[src/rtl/engagement_sequencer.sv]
// Engagement sequencer: track -> wait for range -> evaluate -> fire salvo -> done pulse with result.
// Optional re-track on timeout/out-of-range outcomes when ENGAGE_RETRACK_EN is defined.
module engagement_sequencer #(
    parameter logic [13:0] MIN_RANGE     = 14'd500,
    parameter logic [13:0] MAX_RANGE     = 14'd12000,
    parameter int          TRACK_TIMEOUT = 200,
    parameter int          SALVO_SIZE    = 2,
    parameter int          FIRE_PULSE    = 2,
    parameter int          FIRE_GAP      = 2,
    parameter int          RETRY_MAX     = 2
) (
    input  logic        clk,
    input  logic        rst,
    input  logic        engage_req,
    input  logic        abort,
    input  logic        range_valid,
    input  logic [13:0] distance_to_target,
    input  logic [3:0]  remaining_missiles,
    output logic        track_target_command,
    output logic        fire_command,
    output logic        busy,
    output logic        engage_done,
    output logic [2:0]  engage_result,
    output logic [3:0]  shots_fired,
    output logic [2:0]  seq_state
);
    typedef enum logic [2:0] {
        S_IDLE = 3'd0, S_TRACK = 3'd1, S_WAIT_RANGE = 3'd2, S_EVAL = 3'd3,
        S_FIRE = 3'd4, S_GAP = 3'd5, S_DONE = 3'd6
    } state_t;

    typedef enum logic [2:0] {
        R_FIRED = 3'd0, R_OUT_OF_RANGE = 3'd1, R_TIMEOUT = 3'd2, R_NO_AMMO = 3'd3, R_ABORTED = 3'd4
    } result_t;

    localparam int TW = $clog2(TRACK_TIMEOUT + 1);
    localparam int PMAX = (FIRE_PULSE > FIRE_GAP) ? FIRE_PULSE : FIRE_GAP;
    localparam int PW = $clog2(PMAX + 1);
    localparam logic [TW-1:0] TO_LAST    = TW'(TRACK_TIMEOUT - 1);
    localparam logic [PW-1:0] PULSE_LAST = PW'(FIRE_PULSE - 1);
    localparam logic [PW-1:0] GAP_LAST   = PW'(FIRE_GAP - 1);
    localparam logic [3:0]    SALVO      = 4'(SALVO_SIZE);

    state_t         state;
    result_t        pend_result;
    logic [13:0]    dist_q;
    logic [TW-1:0]  to_cnt;
    logic [PW-1:0]  ph_cnt;
    logic           in_range;
    logic           fail_now;
    result_t        fail_code;

`ifdef ENGAGE_RETRACK_EN
    localparam int RW = $clog2(RETRY_MAX + 2);
    logic [RW-1:0] retry_cnt;
`endif

    assign seq_state = state;
    assign in_range  = (dist_q >= MIN_RANGE) && (dist_q <= MAX_RANGE);

    // Timeout and out-of-range share one exit path so the retry decision lives in one place.
    always_comb begin
        fail_now  = 1'b0;
        fail_code = R_TIMEOUT;
        if (state == S_WAIT_RANGE && !range_valid && to_cnt == TO_LAST) begin
            fail_now = 1'b1;
        end else if (state == S_EVAL && !in_range) begin
            fail_now  = 1'b1;
            fail_code = R_OUT_OF_RANGE;
        end
    end

    always_ff @(posedge clk or posedge rst) begin
        if (rst) begin
            state                <= S_IDLE;
            pend_result          <= R_FIRED;
            dist_q               <= '0;
            to_cnt               <= '0;
            ph_cnt               <= '0;
            track_target_command <= 1'b0;
            fire_command         <= 1'b0;
            busy                 <= 1'b0;
            engage_done          <= 1'b0;
            engage_result        <= '0;
            shots_fired          <= '0;
`ifdef ENGAGE_RETRACK_EN
            retry_cnt            <= '0;
`endif
        end else begin
            track_target_command <= 1'b0;
            engage_done          <= 1'b0;
            if (abort && state != S_IDLE && state != S_DONE) begin
                state        <= S_DONE;
                pend_result  <= R_ABORTED;
                fire_command <= 1'b0;
            end else if (fail_now) begin
`ifdef ENGAGE_RETRACK_EN
                if (retry_cnt < RW'(RETRY_MAX)) begin
                    state                <= S_TRACK;
                    track_target_command <= 1'b1;
                    retry_cnt            <= retry_cnt + RW'(1);
                end else
`endif
                begin
                    state       <= S_DONE;
                    pend_result <= fail_code;
                end
            end else begin
                case (state)
                    S_IDLE: if (engage_req && !abort) begin
                        busy        <= 1'b1;
                        shots_fired <= '0;
`ifdef ENGAGE_RETRACK_EN
                        retry_cnt   <= '0;
`endif
                        if (remaining_missiles == 4'd0) begin
                            state       <= S_DONE;
                            pend_result <= R_NO_AMMO;
                        end else begin
                            state                <= S_TRACK;
                            track_target_command <= 1'b1;
                        end
                    end
                    S_TRACK: begin
                        state  <= S_WAIT_RANGE;
                        to_cnt <= '0;
                    end
                    S_WAIT_RANGE: begin
                        if (range_valid) begin
                            dist_q <= distance_to_target;
                            state  <= S_EVAL;
                        end else begin
                            to_cnt <= to_cnt + TW'(1);
                        end
                    end
                    S_EVAL: begin
                        state        <= S_FIRE;
                        fire_command <= 1'b1;
                        shots_fired  <= shots_fired + 4'd1;
                        ph_cnt       <= '0;
                    end
                    S_FIRE: begin
                        if (ph_cnt == PULSE_LAST) begin
                            fire_command <= 1'b0;
                            ph_cnt       <= '0;
                            if (shots_fired == SALVO || remaining_missiles == 4'd0) begin
                                state       <= S_DONE;
                                pend_result <= R_FIRED;
                            end else begin
                                state <= S_GAP;
                            end
                        end else begin
                            ph_cnt <= ph_cnt + PW'(1);
                        end
                    end
                    S_GAP: begin
                        if (ph_cnt == GAP_LAST) begin
                            ph_cnt <= '0;
                            if (remaining_missiles == 4'd0) begin
                                state       <= S_DONE;
                                pend_result <= R_FIRED;
                            end else begin
                                state        <= S_FIRE;
                                fire_command <= 1'b1;
                                shots_fired  <= shots_fired + 4'd1;
                            end
                        end else begin
                            ph_cnt <= ph_cnt + PW'(1);
                        end
                    end
                    S_DONE: begin
                        engage_done   <= 1'b1;
                        engage_result <= pend_result;
                        busy          <= 1'b0;
                        state         <= S_IDLE;
                    end
                    default: begin
                        state        <= S_IDLE;
                        busy         <= 1'b0;
                        fire_command <= 1'b0;
                    end
                endcase
            end
        end
    end
endmodule
[config.mk]
export PLATFORM = sky130hd
export DESIGN_NAME = engagement_sequencer
export DESIGN_NICKNAME = d
export VERILOG_FILES = /design/src/rtl/engagement_sequencer.sv
export SDC_FILE = /design/constraint.sdc
export NUM_CORES = 1
export LEC_CHECK = 0
export CORE_MARGIN = 8
export CORE_UTILIZATION = 55
export CTS_BUF_LIST = sky130_fd_sc_hd__clkbuf_8
export DETAILED_ROUTE_END_ITERATION = 7
export PLACE_DENSITY_LB_ADDON = 0.05
export SYNTH_ARGS = -nofsm -noshare
export SYNTH_HDL_FRONTEND = slang
export SYNTH_SLANG_ARGS = --single-unit
[constraint.sdc]
create_clock -name clk -period 2.22 [get_ports clk]
set_input_delay 0.555 -clock clk [delete_from_list [all_inputs] [get_ports clk]]
set_output_delay 0.555 -clock clk [all_outputs]
set_load 0.02 [all_outputs]
==> metrics <==
outcome=complete, no violations; crit share post-route=96.14%; final max-slew violation count=0; post-synthesis cell count=approximately 220; vias in the first global route=1949; hold_sp=fire_command; flop-to-flop setup slack=approximately 0.11 ns; post-synthesis sequential area ratio=45.68%; Critical Path Start Type=input pin; Skew-Pair Late Insertion Delay=0.30 ns; Worst-Margin Slew=0.5201 ns; via count=slightly below 2000; Critical Path RT=2.39 ns; 1st-iter DRT viols=139; Rows=23; cell area power density=about 1300 nW/um2; worst r2r src=seq_state[0]; largest net degree at the start of global routing=42; most common cell in the netlist=dfrtp_1; top cell type's share of synthesized area=a little under half; Net count, final=318; grt met3 use=4.842%; synthesis warning total=0; CTS Buffer Depth=2; CP Class=in -> reg; Final ANT Viol Nets=0; clock sinks=41; Yosys cell types=49; global route overflow=0; slew margin rel.=65.33%; ys async rst share=100.0%; VDD IR-drop max=0.7469 mV; Root Buffer=clkbuf_8; Routed wire per std cell=16.12 um; setup violators final=0; total wire length=5498 um; Mapped Area=2246 um2; number of flops mapped to enable cells by yosys=0; Max-cap violations=0; first-pass GRT wire length=9384 um; layout cell share with drive strength beyond 1=22.34%; cts bufs inserted=5; Mean Syn Cell Area=slightly above 10 um2; CTS tree=done; hpwl dp=4198 um; synth top area cells=dfrtp_1, mux2_2, nor2_1; clock-pin slew on the worst setup and hold paths=0.08 ns; Leakage=1.339 nW; Die W=79.90 um; Max Freq=468.5 MHz; Ant. Diodes=0; critical path fanouts, max=7; initial antenna violation count=0; Post-Layout Cell Count=341; hold slack=0.4941 ns; Starting Density=56.55%; RSZ-0062 raised after global routing=no; commonest cells in the netlist=dfrtp_1, nor2_1, mux2_2; core footprint=3971 um2; Net Count, Synth=251; final hold violation count=0; Pre-Repair DR Iteration Count=4; met1 GRT Util=22.97%; PortBufs=36; Final GP Congestion=0.9160; DR DRC count=0; met2 usage=between 20% and 30%; CP Launch Point=range_valid; CP Capture Type=flop; CP Data Arrival Time=2.30 ns; count of state elements after synthesis=41; Yosys top cell by area=dfrtp_1; layout overhead on the synthesized area=33.82%; Most used DFF post-synth=dfrtp_1; Top Ports=37; Cells after DPL=333; HP Class=reg -> reg; Die Ht=79.90 um; Setup Skew=roughly 0.0076 ns; GRT Max-Usage Layer=met2; post-layout min period=approximately 2.1 ns; Total GRT Usage=18.41%; die area=approximately 6400 um2; drt via density=5.692; CTS H-tree depth=2; setup tns final=0 ns
-- layout by cell type, fill, tap and decap left out, types with 3 or more instances in the layout --
| cell | instances |
|---|---|
| xor2_1 | 4 |
| nand2_1 | 14 |
| nor4_1 | 3 |
| a21oi_1 | 10 |
| ha_1 | 5 |
| mux2_2 | 18 |
| nand2b_1 | 4 |
| dfrtp_1 | 41 |
| clkbuf_8 | 5 |
| buf_4 | 31 |
| inv_1 | 8 |
| a31oi_1 | 3 |
| nand3_1 | 16 |
| clkdlybuf4s50_1 | 36 |
| nor3_1 | 8 |
| o21ai_0 | 13 |
| nor2b_1 | 3 |
| and2_1 | 3 |
| nor2_1 | 22 |
| o21a_1 | 3 |
-- through the flow --
step,setup WS (ns),power (mW),cell area [um2],utilization [%]
global placement,-0.2494,3.098,2880,72.53
floorplan,0.06217,2.376,2246,-
detailed placement,-0.2791,3.159,2880,72.53
CTS,0.02235,3.774,2992,75.33
global route,0.003560,4.031,3005,75.68
finish,0.08569,3.769,3005,75.68
-- final cells by class --
cell class	count	area, um2
clock buffers	5	68.82
clock inverters	3	42.54
fillers	298	965.9
inverters	7	26.28
flip-flops and latches	41	1026
multi-input cells	166	1146
well taps	50	62.56
repair buffers	69	633.1
-- worst max-delay path: stages --
cell and delay [ns]:
clkdlybuf4s50_1 0.46, nor4b_4 0.27, and4_4 0.26, or2_1 0.17, and3b_1 0.27, buf_4 0.17
nand3_1 0.07, o21ai_0 0.09
-- path summary, 6_finish.rpt --
check | to | cells past startpoint
worst min-delay path | fire_command | 1
min in group asynchronous | engage_result[0] | 3
max in group asynchronous | to_cnt[6] | 3
worst max register to register | to_cnt[1] | 8
worst min register to register | fire_command | 1
worst max-delay path | to_cnt[1] | 8
-- power breakdown --
group          internal [mW]  switching, mW
sequential              1.02          0.205
clock                  0.333          0.267
combinational          0.969          0.976
-- what timing repair did --
item	in CTS	in global routing
resized for setup	0	2
hold buffers	0	0
setup buffers	0	0
endpoints found under the setup margin	0	2
-- state kept, by name, indices dropped and copies added (netlist names) --
signal                count
shots_fired               4
engage_done               1
ph_cnt                    2
to_cnt                    8
track_target_command      1
fire_command              1
busy                      1
pend_result               3
seq_state                 3
dist_q                   14
engage_result             3
-- metal layers --
layer	wire length, um	share of wire, %
met5	0	0
met4	97	1.8
met3	336	6.1
met2	2735	50
met1	2329	42
-- cell families after synthesis --
family	Yosys count	synth area share, %
xor+xnor	5	1.950
fa+ha+maj	5	2.786
simple gates	94	23.96
flops	41	45.68
compound gates	42	11.81
mux	20	9.916
buf+inv	16	3.900
Power figures use the tool's default switching activity.
==> patch (config.mk and constraints unchanged) <==
Build with the macro `ENGAGE_RETRACK_EN` defined.
--- a/src/rtl/engagement_sequencer.sv
+++ b/src/rtl/engagement_sequencer.sv
@@ -2,2 +2,4 @@
 // Optional re-track on timeout/out-of-range outcomes when ENGAGE_RETRACK_EN is defined.
+`define ENGAGE_RETRACK_EN
+
 module engagement_sequencer #(
Formal check against the unedited RTL: not equivalent (a bounded check fails within 10 cycles, from zero or initial values and one cycle with rst high).
==> patch against the original RTL <==
Routed wire length increased by 2.5%; power decreased by 1.7%; global-route usage decreased by 0.53 points; sequential share of layout area increased by 0.55 points; die area increased by 4.5%; synthesized area increased by 5.6%; synthesized cell count increased by 2.7%; final cell count increased by 0.88%; final area increased by 3.3%; via count increased by 2.1%; setup slack got worse by 37 ps; sequential cell count increased by 2; critical endpoint is now shots_fired[1]$_DFFE_PP0P_.
==> patch: results (changes against the original RTL) <==
\begin{tabular}{lr}
\hline
Metric & Value \\
\hline
\multicolumn{2}{l}{\textbf{Worst hold path}} \\
Hold Path Origin & retry\_cnt[0]\$\_DFFE\_PP0P\_ (was fire\_command\$\_DFFE\_PP0P\_) \\
\multicolumn{2}{l}{\textbf{Synth}} \\
Cell count after synthesis & 229 (was 223) \\
Library cells used by synthesis & 59 (was 49) \\
Cell types occupying the most area after synthesis & dfrtp\_1, mux2\_2, nor2\_1, nand2\_1, nand3\_1 (was dfrtp\_1, mux2\_2, nor2\_1, nand3\_1, o21ai\_0) \\
Number of nets in the synthesized netlist & 255 (was 251) \\
Most instantiated cells after synthesis & dfrtp\_1, mux2\_2, nor2\_1, nand2\_1, nand3\_1 (was dfrtp\_1, nor2\_1, mux2\_2, nand3\_1, nand2\_1) \\
\multicolumn{2}{l}{\textbf{Drt}} \\
Routed len/inst & 16.38 um (was 16.12 um) \\
Detailed-route wire length & 5.634 mm (was 5.498 mm) \\
Met1 routed wirelength after detailed routing & 2.628 mm (was 2.329 mm) \\
WL met2 & 2.621 mm (was 2.735 mm) \\
\multicolumn{2}{l}{\textbf{Layout}} \\
Fraction of final layout cells sized beyond drive strength 1 & 26.03\% (was 22.34\%) \\
Post-layout nets & 317 (was 318) \\
\multicolumn{2}{l}{\textbf{Setup path}} \\
Crit path max fanout & 5 (was 7) \\
Arr. time, crit path & 2350 ps (was 2300 ps) \\
Launch instance of the worst register-to-register path & seq\_state[2]\$\_DFFE\_PP0P\_ (was seq\_state[0]\$\_DFFE\_PP0P\_) \\
\multicolumn{2}{l}{\textbf{Global routing}} \\
Met1 Track Usage GR & 24.35\% (was 22.97\%) \\
Total global routing track utilization & 17.88\% (was 18.41\%) \\
Maximum number of pins on one net before global-route repair & 44 (was 42) \\
Met3 track utilization from global routing & 3.392\% (was 4.842\%) \\
Global Route met2 Usage & 27.61\% (was 29.67\%) \\
\multicolumn{2}{l}{\textbf{STA}} \\
Post-route worst hold slack & 482.9 ps (was 494.1 ps) \\
Setup clock skew after layout & 6.312 ps (was 7.607 ps) \\
Time the final worst path needs with I/O delays and setup & 2171 ps (was 2134 ps) \\
\multicolumn{2}{l}{\textbf{Place}} \\
Global placer's final weighted congestion & 0.9018 (was 0.9160) \\
Post-DP Area & 0.002989 mm\^{}2 (was 0.002880 mm\^{}2) \\
Setup Slack @ Placement & -354.1 ps (was -279.1 ps) \\
\multicolumn{2}{l}{\textbf{Power and ir drop}} \\
Cell internal pwr & 2.227 mW (was 2.321 mW) \\
P\_clk & 0.474 mW (was 0.600 mW) \\
Maximum vdd drop & 0.0006371 V (was 0.0007469 V) \\
Static leakage & 1.383 nW (was 1.339 nW) \\
Fraction of power spent switching nets & 39.92\% (was 38.41\%) \\
Flop+latch power & 1.29 mW (was 1.22 mW) \\
\multicolumn{2}{l}{\textbf{Status}} \\
Status & completed (unchanged) \\
\hline
\end{tabular}
patch: cell types whose count changed in the layout (fill, tap and decap cells not counted), moves of 4 or more:
cell / unedited run / this run
a21oi_1: 10 / 6
nand3_1: 16 / 10
nor2_1: 22 / 18
o21ai_0: 13 / 6
xnor2_1: 1 / 5
patch: area by class of cell:
cell class	count	area (um^2)
tap	52	65.06
sequential	43	1077
clock buffer	5	68.82
inverter	9	33.78
fill	332	1159
multi-input combinational	166	1247
clock inverter	3	12.51
timing repair buffer	66	600.6
patch: critical path, delay by kind of cell:
family                 cells  cell delay (ps)
and+or+nand+nor            2              780
AOI/OAI and AO/OA          2              230
muxes                      1              320
buffers and inverters      1              470
patch: kinds of logic after synthesis:
kind of cell    Yosys count  share of synthesized area (%)
fa+ha+maj                 3                          1.582
mux                      23                          10.71
flops                    43                          45.36
xor+xnor                  6                          2.215
buf+inv                  20                          3.692
simple gates             84                          19.62
compound gates           50                          16.83
